`config.mk`:
```
export PLATFORM = sky130hd
export DESIGN_NAME = ifetch_queue_flat
export DESIGN_NICKNAME = d
export VERILOG_FILES = /design/src/rtl/ifetch_queue_if.sv /design/src/rtl/ifetch_queue.sv /design/src/flat_wrapper.sv
export SDC_FILE = /design/constraint.sdc
export NUM_CORES = 1
export LEC_CHECK = 0
export ABC_AREA = 1
export ABC_CLOCK_PERIOD_IN_PS = 10960
export CORE_ASPECT_RATIO = 0.9
export CORE_MARGIN = 2
export CORE_UTILIZATION = 59
export CTS_CLUSTER_SIZE = 20
export DETAILED_ROUTE_END_ITERATION = 16
export GPL_TIMING_DRIVEN = 0
export PLACE_DENSITY = 0.83
export SLEW_MARGIN = 40
export SYNTH_ARGS = -nofsm -noshare
export SYNTH_HDL_FRONTEND = slang
export SYNTH_SLANG_ARGS = --single-unit
```
`constraint.sdc`:
```
create_clock -name clk -period 10.96 [get_ports clk]
set_input_delay 3.288 -clock clk [delete_from_list [all_inputs] [get_ports clk]]
set_output_delay 3.288 -clock clk [all_outputs]
set_load 0.02 [all_outputs]
```
`src/rtl/ifetch_queue_if.sv`:
```
// ifetch_queue_if
//   Bundles the fetch unit's redirect input, ROM read bus and instruction
//   stream into one interface.
//
//   Signals:
//     redirect, redirect_pc       flush request and new fetch address
//     ibus_rd_en, ibus_rd_addr    ROM read strobe and word address
//     ibus_rd_data                ROM data, one cycle after the strobe
//     inst_valid, inst_ready      instruction stream handshake
//     inst, inst_pc               head instruction and its PC
//     access_fault, misaligned    head entry fault flags
//
//   Modports:
//     master  the fetch unit (drives the ROM strobe and the stream)
//     slave   the surrounding core/ROM side
interface ifetch_queue_if #(
    parameter int WIDTH          = 32,
    parameter int ROM_ADDR_WIDTH = 10
);
    logic                      redirect;
    logic [WIDTH-1:0]          redirect_pc;
    logic                      ibus_rd_en;
    logic [ROM_ADDR_WIDTH-1:0] ibus_rd_addr;
    logic [WIDTH-1:0]          ibus_rd_data;
    logic                      inst_valid;
    logic                      inst_ready;
    logic [WIDTH-1:0]          inst;
    logic [WIDTH-1:0]          inst_pc;
    logic                      access_fault;
    logic                      misaligned;

    modport master (
        input  redirect, redirect_pc, ibus_rd_data, inst_ready,
        output ibus_rd_en, ibus_rd_addr, inst_valid, inst, inst_pc,
               access_fault, misaligned
    );

    modport slave (
        output redirect, redirect_pc, ibus_rd_data, inst_ready,
        input  ibus_rd_en, ibus_rd_addr, inst_valid, inst, inst_pc,
               access_fault, misaligned
    );
endinterface

```
`src/rtl/ifetch_queue.sv`:
```
// ifetch_queue
//   Registered instruction-fetch unit with a prefetch FIFO. Owns the fetch
//   PC, issues sequential word reads to a synchronous ROM (1-cycle latency)
//   and buffers up to DEPTH {instruction, pc, access_fault, misaligned}
//   entries. A redirect flushes queued and in-flight fetches and restarts at
//   redirect_pc. A PC outside the ROM (or misaligned, when enabled) produces
//   a single fault entry, after which the unit halts until the next redirect.
//
//   Ports:
//     clk    clock, all logic on the rising edge
//     rst_n  synchronous active-low reset
//     bus    ifetch_queue_if.master (redirect, ROM read bus, inst stream)
//
//   Configuration macro:
//     IFETCH_MISALIGN_EN  when defined, pc[1:0] != 0 is a fault (misaligned
//                         flag). When undefined, pc[1:0] are ignored for
//                         addressing and misaligned is always 0.
module ifetch_queue #(
    parameter int               WIDTH          = 32,
    parameter int               ROM_ADDR_WIDTH = 10,
    parameter int               DEPTH          = 4,
    parameter logic [WIDTH-1:0] RESET_ADDR     = '0
) (
    input  logic           clk,
    input  logic           rst_n,
    ifetch_queue_if.master bus
);
    localparam int PTR_W = $clog2(DEPTH);
    localparam int CNT_W = PTR_W + 1;

    typedef enum logic {
        ST_RUN,
        ST_HALT
    } state_t;

    state_t               state;
    logic [WIDTH-1:0]     fetch_pc;
    logic [WIDTH-1:0]     issued_pc;
    logic                 inflight;
    logic [PTR_W-1:0]     wr_ptr;
    logic [PTR_W-1:0]     rd_ptr;
    logic [CNT_W-1:0]     count;

    logic [WIDTH-1:0]     q_inst [DEPTH];
    logic [WIDTH-1:0]     q_pc   [DEPTH];
    logic                 q_af   [DEPTH];
    logic                 q_mis  [DEPTH];

    logic                 pc_af;
    logic                 pc_mis;
    logic                 pc_fault;
    logic                 issue;
    logic                 fault_push;
    logic                 resp_push;
    logic                 push;
    logic                 pop;
    logic                 head_valid;

    // Fault classification of the current fetch PC and the per-cycle
    // issue/push/pop decisions. Redirect overrides everything. The issue
    // check looks only at the registered count, so a slot freed by a pop in
    // this cycle is not refilled by a read issued in the same cycle; that
    // keeps count + inflight <= DEPTH, so a response always finds room.
    always_comb begin
        pc_af = |fetch_pc[WIDTH-1:ROM_ADDR_WIDTH+2];
`ifdef IFETCH_MISALIGN_EN
        pc_mis = |fetch_pc[1:0];
`else
        pc_mis = 1'b0;
`endif
        pc_fault   = pc_af | pc_mis;
        head_valid = (count != '0);

        issue = rst_n && !bus.redirect && (state == ST_RUN) && !pc_fault
                && ((count + CNT_W'(inflight)) < CNT_W'(DEPTH));

        // A fault entry waits for the bus to be idle so it lands behind the
        // last legal response, and for a free slot.
        fault_push = !bus.redirect && (state == ST_RUN) && pc_fault
                     && !inflight && (count < CNT_W'(DEPTH));

        resp_push = inflight && !bus.redirect;
        push      = resp_push | fault_push;
        pop       = head_valid && bus.inst_ready && !bus.redirect;
    end

    // Control state: fetch PC, in-flight tracking, FIFO pointers and the
    // RUN/HALT state machine.
    always_ff @(posedge clk) begin
        if (!rst_n) begin
            state     <= ST_RUN;
            fetch_pc  <= RESET_ADDR;
            issued_pc <= '0;
            inflight  <= 1'b0;
            wr_ptr    <= '0;
            rd_ptr    <= '0;
            count     <= '0;
        end else if (bus.redirect) begin
            state    <= ST_RUN;
            fetch_pc <= bus.redirect_pc;
            inflight <= 1'b0;
            wr_ptr   <= '0;
            rd_ptr   <= '0;
            count    <= '0;
        end else begin
            inflight <= issue;
            if (issue) begin
                issued_pc <= fetch_pc;
                fetch_pc  <= fetch_pc + WIDTH'(4);
            end
            if (fault_push) begin
                state <= ST_HALT;
            end
            if (push) begin
                wr_ptr <= wr_ptr + PTR_W'(1);
            end
            if (pop) begin
                rd_ptr <= rd_ptr + PTR_W'(1);
            end
            count <= count + CNT_W'(push) - CNT_W'(pop);
        end
    end

    // FIFO storage. Entries carry no reset; the head outputs are masked to
    // zero while the FIFO is empty instead.
    always_ff @(posedge clk) begin
        if (rst_n && push) begin
            q_inst[wr_ptr] <= fault_push ? '0 : bus.ibus_rd_data;
            q_pc[wr_ptr]   <= fault_push ? fetch_pc : issued_pc;
            q_af[wr_ptr]   <= fault_push & pc_af;
            q_mis[wr_ptr]  <= fault_push & pc_mis;
        end
    end

    assign bus.ibus_rd_en   = issue;
    assign bus.ibus_rd_addr = fetch_pc[ROM_ADDR_WIDTH+1:2];

    assign bus.inst_valid   = head_valid;
    assign bus.inst         = head_valid ? q_inst[rd_ptr] : '0;
    assign bus.inst_pc      = head_valid ? q_pc[rd_ptr]   : '0;
    assign bus.access_fault = head_valid & q_af[rd_ptr];
    assign bus.misaligned   = head_valid & q_mis[rd_ptr];
endmodule

```
`src/flat_wrapper.sv`:
```
// flat-port wrapper written by rule: the top's interface ports become plain ports
module ifetch_queue_flat 
#(
    parameter int               WIDTH          = 32,
    parameter int               ROM_ADDR_WIDTH = 10,
    parameter int               DEPTH          = 4,
    parameter logic [WIDTH-1:0] RESET_ADDR     = '0
)
  (clk, rst_n, bus_redirect, bus_redirect_pc, bus_ibus_rd_data, bus_inst_ready, bus_ibus_rd_en, bus_ibus_rd_addr, bus_inst_valid, bus_inst, bus_inst_pc, bus_access_fault, bus_misaligned);
  ifetch_queue_if #(.WIDTH(WIDTH), .ROM_ADDR_WIDTH(ROM_ADDR_WIDTH)) bus_i ();
  input  logic clk;
  input  logic rst_n;
  input wire logic [$bits(bus_i.redirect)-1:0] bus_redirect;
  input wire logic [$bits(bus_i.redirect_pc)-1:0] bus_redirect_pc;
  input wire logic [$bits(bus_i.ibus_rd_data)-1:0] bus_ibus_rd_data;
  input wire logic [$bits(bus_i.inst_ready)-1:0] bus_inst_ready;
  output wire logic [$bits(bus_i.ibus_rd_en)-1:0] bus_ibus_rd_en;
  output wire logic [$bits(bus_i.ibus_rd_addr)-1:0] bus_ibus_rd_addr;
  output wire logic [$bits(bus_i.inst_valid)-1:0] bus_inst_valid;
  output wire logic [$bits(bus_i.inst)-1:0] bus_inst;
  output wire logic [$bits(bus_i.inst_pc)-1:0] bus_inst_pc;
  output wire logic [$bits(bus_i.access_fault)-1:0] bus_access_fault;
  output wire logic [$bits(bus_i.misaligned)-1:0] bus_misaligned;
  assign bus_i.redirect = bus_redirect;
  assign bus_i.redirect_pc = bus_redirect_pc;
  assign bus_i.ibus_rd_data = bus_ibus_rd_data;
  assign bus_i.inst_ready = bus_inst_ready;
  assign bus_ibus_rd_en = bus_i.ibus_rd_en;
  assign bus_ibus_rd_addr = bus_i.ibus_rd_addr;
  assign bus_inst_valid = bus_i.inst_valid;
  assign bus_inst = bus_i.inst;
  assign bus_inst_pc = bus_i.inst_pc;
  assign bus_access_fault = bus_i.access_fault;
  assign bus_misaligned = bus_i.misaligned;
  ifetch_queue #(.WIDTH(WIDTH), .ROM_ADDR_WIDTH(ROM_ADDR_WIDTH), .DEPTH(DEPTH), .RESET_ADDR(RESET_ADDR)) u_core (.clk(clk), .rst_n(rst_n), .bus(bus_i));
endmodule
```
# Word level (Yosys, flattened, before mapping)
# Memory sizes are Yosys's and may differ from the RTL's. A register that Yosys moved wholly into a read port is not among the register bits.
# Index checks and enable logic that the tools add are counted.
[classes]
n_bitwise = 7
addsub = 6
order_cmp = 2
muxes = 14
reduce_logical = 20
[op_table]
columns = ["op", "count"]
rows = [
  ["32-bit 2-to-1 mux", 6],
  ["32-bit by 3-bit adder with 32-bit output, second input constant", 1],
  ["20-bit OR reduction", 1],
  ["1-bit logical AND", 12],
  ["2-bit 2-to-1 mux", 6],
  ["3-bit by 1-bit adder with 3-bit output", 2],
  ["3-bit less-than comparator, second input constant", 2],
  ["2-bit by 1-bit adder with 2-bit output, second input constant", 2],
  ["1-bit zero test", 3],
  ["1-bit inverter", 3],
  ["3-bit nonzero test", 1],
  ["3-bit by 1-bit subtractor with 3-bit output", 1],
  ["1-bit bitwise AND", 2],
  ["1-bit 2-to-1 mux", 2],
  ["2-bit AND reduction", 1],
  ["2-bit nonzero test", 1],
  ["2-bit OR reduction", 1],
  ["1-bit bitwise AND, second input constant", 1],
  ["1-bit OR", 1],
]
[totals]
ff_bits = 73
wordCells = 59
memories = 3
inputBits = 68
ram_bits = 260
[memory_table]
columns = ["name", "words", "width", "rd", "rd_ports_with_merged_regs", "write_ports", "line", "text"]
rows = [
  ["u_core.q_inst", 4, 32, 1, 1, 1, "ifetch_queue.sv:44", "logic [WIDTH-1:0] q_inst [DEPTH];"],
  ["u_core.q_pc", 4, 32, 1, 1, 1, "ifetch_queue.sv:45", "logic [WIDTH-1:0] q_pc [DEPTH];"],
  ["u_core.q_af", 4, 1, 1, 1, 1, "ifetch_queue.sv:46", "logic q_af [DEPTH];"],
]

# Longest topological paths before layout
# Gate-level depths: netlist (run 1).
[logic_depth]
word_depth = 9
ltp_mapped = 11
mapped_depth_nobuf = 10

# Worst setup path after synthesis (run 1)
# No wires, ideal clock.
[synth_path]
path_type = "in2out"
from = "input port rst_n"
to = "output port bus_ibus_rd_en"
setup_slack_ns = 3.579
path_stages = 6
required_time_ns = 7.672
arrival_ns = 4.093
path_cell_list = "buf_4 > nand2_4 > nor2_4 > nand3_4 > nor2_4 > buf_2"
[synth_via]
elab_chain_len = 4
[synth_rtl]
columns = ["item", "line", "text"]
rows = [
  ["start, declared", "flat_wrapper.sv:12", "input logic rst_n;"],
  ["1-bit logical AND (3 in series)", "ifetch_queue.sv:74", "issue = rst_n && !bus.redirect && (state == ST_RUN) && !pc_fault"],
  ["1-bit logical AND", "ifetch_queue.sv:75", "&& ((count + CNT_W'(inflight)) < CNT_W'(DEPTH));"],
  ["end, declared", "flat_wrapper.sv:17", "output wire logic [$bits(bus_i.ibus_rd_en)-1:0] bus_ibus_rd_en;"],
]
# No other way between the ends.

# Worst setup path in the final report (run 1)
[layout_path]
from = "input port bus_redirect"
to = "output port bus_ibus_rd_en"
[layout_via]
elab_chain_len = 5
[layout_rtl]
columns = ["item", "line", "text"]
rows = [
  ["start, declared", "flat_wrapper.sv:13", "input wire logic [$bits(bus_i.redirect)-1:0] bus_redirect;"],
  ["1-bit zero test", "ifetch_queue.sv:74", ""],
  ["1-bit logical AND (3 in series)", "ifetch_queue.sv:74", ""],
  ["1-bit logical AND", "ifetch_queue.sv:75", ""],
]
# No other way between the ends.

==> results of run 1 <==
critical path: stages:
cell             delay (ns)
clkdlybuf4s50_1        0.50
inv_2                  0.16
nand2_4                0.12
nor2_4                 0.13
nand3_4                0.12
nor2_4                 0.16
buf_2                  0.24
clkdlybuf4s50_1        0.64
worst max-delay path by stage:
stage | slack (ns) | start | end
6_report | 2.31 | bus_redirect | bus_ibus_rd_en
5_1_grt | 2.27 | bus_redirect | bus_ibus_rd_en
4_1_cts | 2.34 | bus_redirect | bus_ibus_rd_en
3_5_place_dp | 2.34 | bus_redirect | bus_ibus_rd_en
3_3_place_gp | 1.19 | bus_redirect | u_core.q_inst[3][9]
2_1_floorplan | 3.58 | rst_n | bus_ibus_rd_en
final cells by class:
cell class / instances / share of cell area, %
buffer: 94 / 2.74
clock buffer: 47 / 5.67
clock inverter: 15 / 0.524
inverter: 94 / 2.05
multi-input combinational: 856 / 22.4
sequential: 335 / 54.2
tap: 302 / 2.20
timing repair buffer: 158 / 10.2
logic make-up after synthesis:
group                    after synthesis  synth area share [%]
flip-flops                           335                  66.7
other                                  1                0.0269
buffers and inverters                188                  5.90
AO/OA/AOI/OAI                        268                  9.71
AND/OR/NAND/NOR                      575                  16.6
XOR/XNOR                               4                 0.251
adder cells (fa/ha/maj)                8                 0.771
registers in the layout, indices dropped and copies added, names as in the netlist, named ones only:
| name | count |
|---|---|
| u_core.q_af | 4 |
| u_core.q_inst | 128 |
| u_core.wr_ptr | 2 |
| u_core.rd_ptr | 2 |
| u_core.q_pc | 128 |
| u_core.issued_pc | 32 |
| u_core.fetch_pc | 32 |
| u_core.inflight | 1 |
| u_core.state | 1 |
| u_core.count | 3 |
through the flow:
| step | setup WS, ns | util, % | std cells |
|---|---|---|---|
| 2_1_floorplan | 3.58 | - | 1379 |
| 3_3_place_gp | 1.19 | 67.7 | 1824 |
| 3_5_place_dp | 2.34 | 69.2 | 1839 |
| 4_1_cts | 2.34 | 73.8 | 1901 |
| 5_1_grt | 2.27 | 73.8 | 1901 |
| 6_report | 2.31 | 73.8 | 1901 |
power by group through the flow:
stage	clock network, W	logic, W	registers, W
finish	0.00111	0.000326	0.00142
global route	0.00115	0.000351	0.00142
CTS	0.00111	0.000324	0.00142
detailed placement	0	0.000320	0.00145
global placement	0	0.000305	0.00145
floorplan	0	0.000176	0.00144
metal layers:
metal	routed length, µm	GRT usage, %	vias up
li1	-	-	5015
met1	13600	34.9	4941
met2	16300	45.7	521
met3	2650	3.78	81
met4	1040	10.6	0
met5	0	0	-
cell usage in the layout (no fill, tap or decap), drive strengths merged, types with 3 or more instances in the layout:
cell type	count
a21oi	106
buf	71
clkbuf	85
clkdlybuf4s50	143
clkinv	14
dfxtp	75
edfxtp	260
ha	7
inv	94
nand2	160
nand3	66
nand4	4
nor2	341
nor3	3
o21ai	161
==> results.yml, run 1 <==
finish:
  final_nets: 1650
  final.fill_count: 1501
  multi_input_area_um2: 3850
  antenna_cells: 0
  drive_gt1_share_pct: 8.07
  area_growth_pct: 23.1
  register_area_um2: 9310
  final_cell_area_um2: 17200
route:
  first_iter_violations: 1085
  wl_per_cell_um: 17.7
  firstDrtPassIters: 6
  routed_wl_mm: 33.6
  drc: 0
  drtAntennaViolNets: 0
  avgViaCountPerCell: 5.55
  vias: 10600
placement:
  port_buffers: 143
  gp_congestion: 0.822
  place_hpwl_mm: 22.0
  dpl-instance-area_um2: 16100
power:
  p_total_w: 0.00285
  powerDensity_nw_per_um2: 166
  p_sw_w: 0.000676
  intPower_w: 0.00218
  swShare_pct: 23.7
  vdd_drop_max_v: 0.000107
  leakagePower_nw: 6.57
  share_comb_of_total_power_pct: 11.4
  p_clk_share_pct: 38.8
  p_seq_share_pct: 49.8
worst_setup_path:
  cp_max_fo: 10
  r2r_cells: 9
  critPathCaptureType: "output pin"
  start_kind: "input port"
  crit_arrival_ns: 5.36
  path_class: "input port to output pin"
  r2r-end: "u_core.count[2]"
  worst_ep_required_time_ns: 7.67
  r2r-start: "u_core.count[2]"
  worst-r2r-setup-slack_ns: 8.18
clock_network:
  clockBufferDepth: 3
  clock_latency_ns: 0.51
  post-cts-setup-buffers: 0
  cts.htree.levels: 2
  cts_hold_buf: 0
  cts_tree: "built"
  path_clk_slew_ns: 0.06
  cts.sinks: 335
  cts-resized-gates: 0
  cts_root_buf: "clkbuf_16"
  cts_buffers: 35
timing:
  holdWs_ns: 0.453
  final-hold-violation-count: 0
  finalSetupViolCount: 0
  worst_pin_slew_ns: 0.692
  fin_skew_ns: 0.00695
  fin_crit_ns: 8.65
  maxSlewViolCount: 0
  slew_headroom_pct: 53.4
  tns_ns: 0
  timing.fmax_mhz: 116
  grt_setup_unrepaired: "no"
  fin_crit_sh_pct: 78.9
synthesis:
  yosysWarnings: 0
  synth_nets: 1455
  yosysUniqueCellTypes: 31
  synthTopCellsByCount: "nor2_1 (338), edfxtp_1 (260), nand2_1 (157), o21ai_0 (154), a21oi_1 (106)"
  synthFlopType: "edfxtp_1"
  synth_edf_count: 260
  avgSynthCellArea_um2: 10.1
  async_flop_share_pct: 0
  postSynthCellCount: 1379
  synth_area_leader_cell: "edfxtp_1"
  ys_seq_area_share_pct: 66.7
  synth_seq_cells: 335
  synth.most_common_cell: "nor2_1"
  synth_top_cell_area_share_pct: 56.0
  syn_area_um2: 13900
  synth_area_leaders: "edfxtp_1 (56%), dfxtp_1 (11%), nor2_1 (9.1%)"
status:
  status: "finished clean"
floorplan:
  die_w_um: 166
  rows: 53
  start_util_pct: 59.9
  die_area_um2: 24900
  core_um2: 23300
  die_h_um: 150
  pin_count: 146
worst_hold_path:
  hold_start: "u_core.issued_pc[28]"
  hold_end: "u_core.issued_pc[28]"
  hold_class: "flop to flop"
  hold_depth: 2
global_routing:
  grt_max_degree: 20
  grt_pass1_wl_mm: 52.1
  overflow: 0
  grt_pass1_vias: 10200
  antenna_found_initial: 0
  grt_usage_pct: 26.7
flow_run:
  maxCapViolations: 0
Power figures use the tool's default switching activity.
==> inputs of run 2 (changes only) <==
--- a/config.mk
+++ b/config.mk
@@ -6,14 +6,14 @@
 export NUM_CORES = 1
 export LEC_CHECK = 0
 export ABC_AREA = 1
-export ABC_CLOCK_PERIOD_IN_PS = 10960
+export ABC_CLOCK_PERIOD_IN_PS = 7100
 export CORE_ASPECT_RATIO = 0.9
 export CORE_MARGIN = 2
-export CORE_UTILIZATION = 59
+export CORE_UTILIZATION = 51
 export CTS_CLUSTER_SIZE = 20
 export DETAILED_ROUTE_END_ITERATION = 16
 export GPL_TIMING_DRIVEN = 0
-export PLACE_DENSITY = 0.83
+export PLACE_DENSITY = 0.76
 export SLEW_MARGIN = 40
 export SYNTH_ARGS = -nofsm -noshare
 export SYNTH_HDL_FRONTEND = slang
==> constraint.sdc (replaced) <==
create_clock -name clk -period 7.1 [get_ports clk]
set_input_delay 2.13 -clock clk [delete_from_list [all_inputs] [get_ports clk]]
set_output_delay 2.13 -clock clk [all_outputs]
set_load 0.02 [all_outputs]
==> run 2 against run 1 <==
  * Core utilization down 9.7 points
  * Routed wire length down 2.2%
  * Worst hold slack about the same
  * Combinational power up 54%
  * Via count down 2.7%
  * Critical endpoint unchanged
  * Largest cell class unchanged
  * Highest routed layer unchanged
==> results.yml, run 2 (same netlist as run 1, synthesis figures left out) <==
worst_setup_path:
  slowest_stage: "clkdlybuf4s50_1"
  path_class: "input port to output pin"
  crit_family: "buffers and inverters"
  worst_ep_required_time_ns: 4.97
  start_kind: "input port"
  crit_buf_inv: 4
  crit_arrival_ns: 4.24
  critPathCaptureType: "output pin"
  cp_max_fo: 10
  worstPathCellList: "clkdlybuf4s50_1, inv_2, nand2_4, nor2_4, nand3_4, nor2_4, buf_2, clkdlybuf4s50_1"
  slowest_delay_ns: 0.64
placement:
  place_hpwl_mm: 22.1
  gp_congestion: 0.805
  dp_slack_ns: 0.781
  dpl-instance-area_um2: 16200
  port_buffers: 143
finish:
  final_common_cell: "nor2_1"
  area_growth_pct: 23.9
  antenna_cells: 0
  layout_common_cells: "nor2_1 (334), edfxtp_1 (260), nand2_1 (157), o21ai_0 (154), clkdlybuf4s50_1 (143)"
  top_regs: "u_core.q_inst (128), u_core.q_pc (128)"
  drive_gt1_share_pct: 8.55
  final_cell_area_um2: 17300
  final_nets: 1651
clock_network:
  clock_latency_ns: 0.52
  path_clk_slew_ns: 0.05
  cts_tree: "built"
  cts_root_buf: "clkbuf_16"
  clockBufferDepth: 3
  cts.htree.levels: 2
  cts.sinks: 335
  post-cts-setup-buffers: 0
  cts_buffers: 35
  cts-resized-gates: 0
  cts_hold_buf: 0
floorplan:
  die_h_um: 161
  pin_count: 146
  start_util_pct: 51.7
  die_area_um2: 28700
  core_um2: 27000
  die_w_um: 178
  rows: 57
flow_run:
  maxCapViolations: 0
route:
  routed_wl_mm: 32.8
  vias: 10300
  avgViaCountPerCell: 5.25
  first_iter_violations: 896
  wl_per_cell_um: 16.8
  drc: 0
  firstDrtPassIters: 5
  drtAntennaViolNets: 0
timing:
  fin_crit_sh_pct: 89.7
  timing.fmax_mhz: 157
  fin_skew_ns: 0.0284
  slew_headroom_pct: 53.6
  finalSetupViolCount: 0
  final-hold-violation-count: 0
  maxSlewViolCount: 0
  grt_setup_unrepaired: "no"
  finalWorstSetupSlack_ns: 0.731
  holdWs_ns: 0.453
  worst_pin_slew_ns: 0.689
  fin_crit_ns: 6.37
global_routing:
  overflow: 0
  grt_pass1_vias: 10200
  grt_pass1_wl_mm: 51.4
  grt_max_degree: 19
  antenna_found_initial: 0
  grt_usage_pct: 22.8
power:
  p_total_w: 0.00446
  leakagePower_nw: 6.59
  powerDensity_nw_per_um2: 258
  vdd_drop_max_v: 0.000224
status:
  status: "finished clean"
worst_hold_path:
  hold_class: "flop to flop"
## run 2: changes by cell type in the layout (fill, tap and decap cells not counted), sizes merged
cell,previous run,this run
clkbuf,85,82
clkinv,14,16
buf,71,72
bufinv,1,2
clkinvlp,0,1
inv,94,95
## run 2: layout make-up
class / count / area, µm²
plain buffers: 94 / 470
repair buffers: 159 / 1730
inverters: 94 / 353
flip-flops and latches: 335 / 9310
multi-input cells: 856 / 3850
well taps: 354 / 443
clock inverters: 20 / 158
fillers: 2111 / 9680
clock buffers: 44 / 962
## run 2: stage by stage
stage                     instances  TNS (ns)  util, %
after floorplan                1379         0        -
final                          1956         0     64.1
after detailed placement       1892         0     59.9
after CTS                      1956         0     64.1
after global routing           1956         0     64.1
after global placement         1876   -389.82     58.7
## run 2: worst register-to-register path: stages (launching register included)
cell and delay (ns):
dfxtp_1 0.36, nor2_1 0.05, nand2_1 0.10, nor2_1 0.07, nand3_2 0.16, nand2_2 0.12
buf_6 0.18, nand2_2 0.10, nand2_1 0.24, nor2_4 0.39, buf_8 0.22, buf_16 0.17
buf_8 0.21, buf_8 0.22
## run 2: where the power goes
| part | switching [W] | total, W | internal, W |
|---|---|---|---|
| Sequential | 0.0000213 | 0.00219 | 0.00217 |
| Combinational | 0.000307 | 0.000501 | 0.000194 |
| Clock | 0.000728 | 0.00176 | 0.00104 |
## run 2: routing by layer
| metal | up-vias | global-route usage, % | wire length (µm) |
|---|---|---|---|
| li1 | 5017 | - | - |
| met1 | 4809 | 30.3 | 14000 |
| met5 | - | 0 | 0 |
| met4 | 0 | 8.13 | 768 |
| met3 | 57 | 3.57 | 2220 |
| met2 | 393 | 38.0 | 15800 |
## run 2: final timing paths
check | startpoint | endpoint | slack (ns) | depth (start not counted)
setup reg to reg | u_core.fetch_pc[25] | u_core.q_inst[3][13] | 4.21 | 13
hold reg to reg | u_core.issued_pc[20] | u_core.issued_pc[20] | 0.45 | 2
setup / recovery | bus_redirect | bus_ibus_rd_en | 0.73 | 8
hold / removal | u_core.issued_pc[20] | u_core.issued_pc[20] | 0.45 | 2
==> inputs of run 3 (changes only) <==
--- a/config.mk
+++ b/config.mk
@@ -7,6 +7,7 @@
 export LEC_CHECK = 0
 export ABC_AREA = 1
 export ABC_CLOCK_PERIOD_IN_PS = 7100
+export CAP_MARGIN = 20
 export CORE_ASPECT_RATIO = 0.9
 export CORE_MARGIN = 2
 export CORE_UTILIZATION = 51
==> results of run 3 <==
No change in the layout: final DEF, timing and power equal those of run 2.
